File: src/rtl/traffic_phase_ctrl_if.sv
// Detector inputs, emergency requests and lamp/status outputs of the
// intersection controller, bundled for the controller and its driver.
interface traffic_phase_ctrl_if #(
    parameter int CNT_W = 3,
    parameter int TW    = 5
);
    logic [CNT_W-1:0] main_num;
    logic [CNT_W-1:0] left_num;
    logic [CNT_W-1:0] sec_num;
    logic [CNT_W-1:0] p_num;
    logic             m_emergency;
    logic             s_emergency;
    logic [3:0]       m_LRYG;
    logic [2:0]       s_RYG;
    logic             ped;
    logic [3:0]       state;
    logic [TW-1:0]    sec_left;

    // Detector / request side: drives demand, watches the lamps.
    modport master (
        output main_num, left_num, sec_num, p_num, m_emergency, s_emergency,
        input  m_LRYG, s_RYG, ped, state, sec_left
    );

    // Controller side.
    modport slave (
        input  main_num, left_num, sec_num, p_num, m_emergency, s_emergency,
        output m_LRYG, s_RYG, ped, state, sec_left
    );
endinterface

File: src/rtl/traffic_phase_ctrl.sv
// Two-road intersection controller with main-left arrow, pedestrian walk,
// demand-based skipping, main-green rest, all-red clearance and main/secondary
// emergency pre-emption. Phase timing comes from an on-chip seconds prescaler.
module traffic_phase_ctrl #(
    parameter int CLK_PER_SEC = 50_000_000,
    parameter int CNT_W       = 3,
    parameter int TW          = 5,
    parameter int T_MG        = 30,
    parameter int T_MY        = 3,
    parameter int T_ML        = 12,
    parameter int T_SG        = 18,
    parameter int T_SY        = 3,
    parameter int T_PG        = 18,
    parameter int T_AR        = 1
) (
    input  logic                 clk,
    input  logic                 rst,
    traffic_phase_ctrl_if.slave  bus
);
    localparam int PW = (CLK_PER_SEC > 1) ? $clog2(CLK_PER_SEC) : 1;

    localparam logic [3:0] INIT  = 4'd0;
    localparam logic [3:0] M_G   = 4'd1;
    localparam logic [3:0] M_Y   = 4'd2;
    localparam logic [3:0] M_L   = 4'd3;
    localparam logic [3:0] M_LY  = 4'd4;
    localparam logic [3:0] S_G   = 4'd5;
    localparam logic [3:0] S_Y   = 4'd6;
    localparam logic [3:0] P_G   = 4'd7;
    localparam logic [3:0] ALL_R = 4'd8;
    localparam logic [3:0] EMG_M = 4'd9;
    localparam logic [3:0] EMG_S = 4'd10;

    // Length in seconds of each timed phase; 0 marks the hold states.
    function automatic logic [TW-1:0] phase_len(input logic [3:0] st);
        case (st)
            M_G:       phase_len = TW'(T_MG);
            M_Y, M_LY: phase_len = TW'(T_MY);
            M_L:       phase_len = TW'(T_ML);
            S_G:       phase_len = TW'(T_SG);
            S_Y:       phase_len = TW'(T_SY);
            P_G:       phase_len = TW'(T_PG);
            ALL_R:     phase_len = TW'(T_AR);
            default:   phase_len = '0;
        endcase
    endfunction

    logic [3:0]    state_q, state_d;
    logic [3:0]    tgt_q, tgt_d;        // where ALL_R goes when it expires
    logic [PW-1:0] psc_q, psc_d;
    logic [TW-1:0] sec_q, sec_d;
    logic          rest_q, rest_d;      // M_G minimum served, waiting on demand
    logic          m_pend_q, m_pend_d;
    logic          s_pend_q, s_pend_d;

    logic [TW-1:0] phase_t;
    logic          tick, timed, expire, demand, m_act, s_act, go_ar;
    logic [3:0]    nxt_main, ar_tgt;

    // Main-road queue count is reported upstream only; it never steers sequencing.
    logic main_num_unused;
    assign main_num_unused = ^bus.main_num;

    // Timer status, demand decode and pending emergency requests.
    always_comb begin
        phase_t  = phase_len(state_q);
        timed    = (phase_t != '0);
        tick     = (psc_q == PW'(CLK_PER_SEC - 1));
        expire   = timed && tick && (sec_q == phase_t - TW'(1));
        demand   = (bus.left_num != '0) || (bus.sec_num != '0) || (bus.p_num != '0);
        m_act    = bus.m_emergency | m_pend_q;
        s_act    = bus.s_emergency | s_pend_q;
        nxt_main = (bus.sec_num != '0) ? S_G : ((bus.p_num != '0) ? P_G : M_G);
        // A request stays pending until its own emergency phase has been served.
        m_pend_d = bus.m_emergency | (m_pend_q & (state_q != EMG_M));
        s_pend_d = bus.s_emergency | (s_pend_q & (state_q != EMG_S));
    end

    // Phase sequencing, pre-emption and ALL_R target selection.
    always_comb begin
        state_d = state_q;
        tgt_d   = tgt_q;
        go_ar   = 1'b0;
        ar_tgt  = M_G;
        case (state_q)
            INIT:  state_d = M_G;
            M_G: begin
                if (m_act)                             state_d = EMG_M;
                else if (s_act)                        state_d = M_Y;
                else if ((expire || rest_q) && demand) state_d = M_Y;
            end
            M_Y: if (expire) begin
                // The left arrow is skipped when an emergency is waiting.
                if (bus.left_num != '0 && !m_act && !s_act) state_d = M_L;
                else begin go_ar = 1'b1; ar_tgt = nxt_main; end
            end
            M_L:   if (s_act || expire) state_d = M_LY;
            M_LY:  if (expire) begin go_ar = 1'b1; ar_tgt = nxt_main; end
            S_G: begin
                if (m_act)       state_d = S_Y;
                else if (s_act)  state_d = EMG_S;
                else if (expire) state_d = S_Y;
            end
            S_Y:   if (expire) begin
                go_ar  = 1'b1;
                ar_tgt = (bus.p_num != '0) ? P_G : M_G;
            end
            P_G:   if (m_act || expire) begin go_ar = 1'b1; ar_tgt = M_G; end
            ALL_R: if (expire) state_d = m_act ? EMG_M : (s_act ? EMG_S : tgt_q);
            EMG_M: if (!bus.m_emergency) state_d = M_G;
            EMG_S: if (!bus.s_emergency || bus.m_emergency) state_d = S_Y;
            default: state_d = INIT;
        endcase
        if (go_ar) begin
            if (T_AR == 0) state_d = m_act ? EMG_M : (s_act ? EMG_S : ar_tgt);
            else begin
                state_d = ALL_R;
                tgt_d   = ar_tgt;
            end
        end
    end

    // Prescaler and seconds counter restart on every phase change; M_G saturates.
    always_comb begin
        psc_d  = tick ? '0 : psc_q + PW'(1);
        sec_d  = sec_q;
        rest_d = rest_q;
        if (tick && timed && sec_q != phase_t - TW'(1)) sec_d = sec_q + TW'(1);
        if (state_q == M_G && expire && !demand) rest_d = 1'b1;
        if (state_d != state_q) begin
            psc_d  = '0;
            sec_d  = '0;
            rest_d = 1'b0;
        end
    end

    // State and timer registers.
    always_ff @(posedge clk) begin
        if (rst) begin
            state_q  <= INIT;
            tgt_q    <= M_G;
            psc_q    <= '0;
            sec_q    <= '0;
            rest_q   <= 1'b0;
            m_pend_q <= 1'b0;
            s_pend_q <= 1'b0;
        end else begin
            state_q  <= state_d;
            tgt_q    <= tgt_d;
            psc_q    <= psc_d;
            sec_q    <= sec_d;
            rest_q   <= rest_d;
            m_pend_q <= m_pend_d;
            s_pend_q <= s_pend_d;
        end
    end

    // Lamp decode straight from the state register.
    always_comb begin
        bus.m_LRYG = 4'b0100;
        bus.s_RYG  = 3'b100;
        bus.ped    = 1'b0;
        case (state_q)
            M_G, EMG_M: bus.m_LRYG = 4'b0001;
            M_Y:        bus.m_LRYG = 4'b0010;
            M_L:        bus.m_LRYG = 4'b1100;
            M_LY:       bus.m_LRYG = 4'b0110;
            S_G, EMG_S: bus.s_RYG  = 3'b001;
            S_Y:        bus.s_RYG  = 3'b010;
            P_G:        bus.ped    = 1'b1;
            default:    ;
        endcase
        bus.state    = state_q;
        bus.sec_left = phase_t - sec_q;
    end
endmodule
File: src/flat_wrapper.sv
// flat-port wrapper written by rule: the top's interface ports become plain ports
module traffic_phase_ctrl_flat 
#(
    parameter int CLK_PER_SEC = 50_000_000,
    parameter int CNT_W       = 3,
    parameter int TW          = 5,
    parameter int T_MG        = 30,
    parameter int T_MY        = 3,
    parameter int T_ML        = 12,
    parameter int T_SG        = 18,
    parameter int T_SY        = 3,
    parameter int T_PG        = 18,
    parameter int T_AR        = 1
)
  (clk, rst, bus_main_num, bus_left_num, bus_sec_num, bus_p_num, bus_m_emergency, bus_s_emergency, bus_m_LRYG, bus_s_RYG, bus_ped, bus_state, bus_sec_left);
  traffic_phase_ctrl_if #(.CNT_W(CNT_W), .TW(TW)) bus_i ();
  input  logic clk;
  input  logic rst;
  input wire logic [$bits(bus_i.main_num)-1:0] bus_main_num;
  input wire logic [$bits(bus_i.left_num)-1:0] bus_left_num;
  input wire logic [$bits(bus_i.sec_num)-1:0] bus_sec_num;
  input wire logic [$bits(bus_i.p_num)-1:0] bus_p_num;
  input wire logic [$bits(bus_i.m_emergency)-1:0] bus_m_emergency;
  input wire logic [$bits(bus_i.s_emergency)-1:0] bus_s_emergency;
  output wire logic [$bits(bus_i.m_LRYG)-1:0] bus_m_LRYG;
  output wire logic [$bits(bus_i.s_RYG)-1:0] bus_s_RYG;
  output wire logic [$bits(bus_i.ped)-1:0] bus_ped;
  output wire logic [$bits(bus_i.state)-1:0] bus_state;
  output wire logic [$bits(bus_i.sec_left)-1:0] bus_sec_left;
  assign bus_i.main_num = bus_main_num;
  assign bus_i.left_num = bus_left_num;
  assign bus_i.sec_num = bus_sec_num;
  assign bus_i.p_num = bus_p_num;
  assign bus_i.m_emergency = bus_m_emergency;
  assign bus_i.s_emergency = bus_s_emergency;
  assign bus_m_LRYG = bus_i.m_LRYG;
  assign bus_s_RYG = bus_i.s_RYG;
  assign bus_ped = bus_i.ped;
  assign bus_state = bus_i.state;
  assign bus_sec_left = bus_i.sec_left;
  traffic_phase_ctrl #(.CLK_PER_SEC(CLK_PER_SEC), .CNT_W(CNT_W), .TW(TW), .T_MG(T_MG), .T_MY(T_MY), .T_ML(T_ML), .T_SG(T_SG), .T_SY(T_SY), .T_PG(T_PG), .T_AR(T_AR)) u_core (.clk(clk), .rst(rst), .bus(bus_i));
endmodule
File: config.mk
export PLATFORM = sky130hd
export DESIGN_NAME = traffic_phase_ctrl_flat
export DESIGN_NICKNAME = d
export VERILOG_FILES = /design/src/rtl/traffic_phase_ctrl_if.sv /design/src/rtl/traffic_phase_ctrl.sv /design/src/flat_wrapper.sv
export SDC_FILE = /design/constraint.sdc
export NUM_CORES = 1
export LEC_CHECK = 0
export CELL_PAD_IN_SITES_DETAIL_PLACEMENT = 0
export CELL_PAD_IN_SITES_GLOBAL_PLACEMENT = 1
export CORE_MARGIN = 2
export CORE_UTILIZATION = 44
export CTS_BUF_LIST = sky130_fd_sc_hd__clkbuf_8
export DETAILED_ROUTE_END_ITERATION = 6
export PLACE_DENSITY_LB_ADDON = 0.1
export SLEW_MARGIN = 20
export SYNTH_ARGS = -nofsm -noshare
export SYNTH_HDL_FRONTEND = slang
export SYNTH_SLANG_ARGS = --single-unit
File: constraint.sdc
create_clock -name clk -period 3.59 [get_ports clk]
set_clock_uncertainty 0.05 [all_clocks]
set_input_delay 0.5385 -clock clk [delete_from_list [all_inputs] [get_ports clk]]
set_output_delay 0.5385 -clock clk [all_outputs]
set_load 0.01 [all_outputs]
==> key figures <==
Timing
  – Hold_ws: 482 ps
  – Setup violations, final: 0
  – Period utilisation layout: 0.909
  – Actual slew at the worst max-slew pin: 732 ps
  – Hold Fails Final Rpt: 0
  – Setup TNS Final: 0 ps
  – Worst slew margin: 0.512
  – Slew Limit Fails: 0
  – Max Fclk: 0.307 GHz
  – Post-layout min period: approximately 3300 ps
  – Unrepaired setup endpoints after global routing: no

Min path
  – Hold Path Cell Cnt: 1
  – Hold_sp: u_core.psc_q[0]
  – Worst Hold End: u_core.psc_q[0]
  – Worst hold path class: flop to flop

Routing
  – 1st-pass router iterations: 5
  – Drc violations: 0
  – DR vias/cell: 5.46
  – Antenna violation net count after detailed routing: 0
  – Vias post-DR: 2709
  – 1st-iter DRT viols: 124
  – Routed WL: ~7300 um
  – Drt wl/cell: 14.7 um

Power and ir drop
  – Leak: between 1 and 1.5 nW
  – Sequential Power Share: 0.275
  – Combinational share of power: 0.542
  – Pint: 0.00130 W
  – Sw Share: 0.413
  – Switch Pwr: 0.000917 W
  – VDD IR max: 0.000290 V
  – Clock Power Share: 0.184
  – Power density over the cells: 613 nW/um^2

Run
  – MaxCap Viol Count: 0

Clocking
  – CTS Buf Count: 5
  – Clock-pin slew on the worst setup and hold paths: 80 ps
  – Setup bufs post-CTS: 0
  – Number of clock sinks: 44
  – Clock root buffer: clkbuf_8
  – Clk Latency, worst-skew pair: approximately 300 ps
  – CTS tree: yes
  – Max clock buf depth: 2
  – CTS Hold Bufs: 0
  – H-tree depth: 2

Placement
  – Hpwl dp: 5410 um
  – Buffers on Ports: 29
  – Placer congestion estimate: 0.877

GRT
  – Largest net degree at the start of global routing: 33
  – Overflow after GRT: 0
  – First-pass GRT wire length: around 12000 um
  – Vias in the first global route: 2567
  – Initial antenna violation count: 0
  – Total GRT Usage: 0.201

Final layout
  – Layout Nets: 428
  – Layout Utilization: 0.533
  – Layout cell share with drive strength beyond 1: 0.123
  – Area growth, synth to finish: 17.8%
  – ANT cells: 0

Yosys
  – Part of the Yosys area used for sequential elements: 0.287
  – Mapped Area: 3070 um^2
  – Number of synthesized flops with an enable pin: 0
  – Avg Synthesized Cell Area: about 8.4 um^2
  – Area leader, netlist: dfxtp_1
  – Synth Instances: 367
  – Async S/R FF share, synth: 0
  – Top-count cell post-synth: dfxtp_1
  – Top_reg_cell synth: dfxtp_1
  – Netlist cell types: between 60 and 70
  – Post-synth top area share: 0.287
  – Commonest cells post-synth: dfxtp_1, nor3_1, nand2_1, nor2_1, xnor2_1
  – Synth warn: 0
  – FF+latch count, synth: between 40 and 50
  – Post-Syn Nets: 396
  – Synth top area cells: dfxtp_1, xnor2_1, nor3_1, ha_1, nand2_1

Floorplan
  – Die Wd: 87.6 um
  – Total die area: 7670 um^2
  – Core area: 6790 um^2
  – Rows: 30
  – Chip height: 87.6 um
  – Initial Utilization: 0.452
  – IO Count: 33

Outcome
  – Status: finished, final reports clean

Worst setup path
  – Cells on worst reg2reg path: 11
  – Worst r2r dst: u_core.psc_q[12]
  – Crit-path max FO: 21
  – FF-to-FF setup slack: 330 ps
  – Worst setup EP type: flop
  – WS Path Type: flop to flop
  – Critical Path RT: between 3000 and 4000 ps
  – Worst flop-to-flop path startpoint: u_core.phase_t[1]
  – Arr. time, crit path: 3400 ps
  – CP startpoint kind: flop
## routing by layer
layer,global-route usage,share of wire,up-vias
li1,-,-,1383
met4,0.0462,0.0088,0
met3,0.0311,0.035,6
met1,0.290,0.49,1254
met5,0,0,-
met2,0.315,0.46,66
## worst max-delay path, stage by stage, from the launching register on
cell and delay [ps]:
dfxtp_1 370, inv_1 100, ha_1 220, ha_1 290, xnor2_1 160, nor4_4 310
and4_1 390, o21ai_0 120, a21o_1 230, o31ai_4 610, buf_12 240, nor3_1 70
## cells by family after synthesis
kind of cell,share of synthesized area
mux,0.00977
buf+inv,0.0582
fa+ha+maj,0.0554
simple gates,0.338
flops,0.287
compound gates,0.141
xor+xnor,0.111
## what timing repair did
action,in CTS,in global routing
endpoints found under the setup margin,0,2
gates resized for setup,0,1
hold endpoints to repair,0,0
## power groups by stage
stage | Sequential (W) | Combinational [W] | Clock, W
2_1_floorplan | 0.000579 | 0.000876 | 0
3_3_place_gp | 0.000621 | 0.00120 | 0
3_5_place_dp | 0.000620 | 0.00121 | 0
4_1_cts | 0.000610 | 0.00121 | 0.000423
5_1_grt | 0.000625 | 0.00132 | 0.000439
6_report | 0.000609 | 0.00120 | 0.000408
## registers in the layout (all words and copies together), names as in the netlist
name	flops
u_core.bus.state	4
u_core.rest_q	1
u_core.psc_q	26
u_core.m_pend_q	1
u_core.s_pend_q	1
u_core.sec_q	5
u_core.tgt_q	2
u_core.phase_t	4
## through the flow
step	setup slack [ps]	instance area, um^2	std cells	power (W)
final	328	3620	496	0.00222
after global routing	92.6	3620	496	0.00238
after detailed placement	176	3500	488	0.00183
after floorplan	646	3070	367	0.00146
after global placement	214	3500	488	0.00182
after CTS	273	3620	496	0.00224
## layout make-up
class,count,area (um^2)
Inverter,18,67.6
Fill cell,672,3170
Multi-Input combinational cell,288,2020
Clock buffer,6,82.6
Tap cell,96,120
Sequential cell,44,881
Timing Repair Buffer,42,413
Clock inverter,2,38.8
## cells in the final DEF, fill, tap and decap left out, drive strengths merged, types with 2 or more instances in the layout
| master | instances |
|---|---|
| a211oi | 3 |
| a21o | 3 |
| a21oi | 13 |
| a221o | 2 |
| a2bb2oi | 2 |
| a31o | 2 |
| a31oi | 3 |
| and2b | 2 |
| and3 | 2 |
| and4 | 3 |
| buf | 13 |
| clkbuf | 6 |
| clkdlybuf4s50 | 29 |
| dfxtp | 44 |
| ha | 12 |
| inv | 18 |
| mux2i | 3 |
| nand2 | 33 |
| nand2b | 6 |
| nand3 | 13 |
| nand4 | 10 |
| nor2 | 33 |
| nor2b | 5 |
| nor3 | 41 |
| nor4 | 10 |
| nor4b | 5 |
| nor4bb | 2 |
| o211ai | 3 |
| o21a | 2 |
| o21ai | 9 |
| o21bai | 3 |
| o31ai | 3 |
| o32a | 2 |
| or2 | 2 |
| or3 | 2 |
| or4 | 4 |
| xnor2 | 28 |
| xor2 | 8 |
## worst max-delay path by stage
stage,slack [ps],to,start
floorplan,650,u_core.phase_t[1],u_core.phase_t[1]
global placement,210,u_core.phase_t[0],bus_m_emergency
detailed placement,180,u_core.phase_t[0],bus_m_emergency
CTS,270,u_core.phase_t[4],u_core.phase_t[1]
global route,90,u_core.psc_q[15],u_core.phase_t[1]
finish,330,u_core.psc_q[12],u_core.phase_t[1]
No activity file was read; power rests on OpenSTA's default activity.
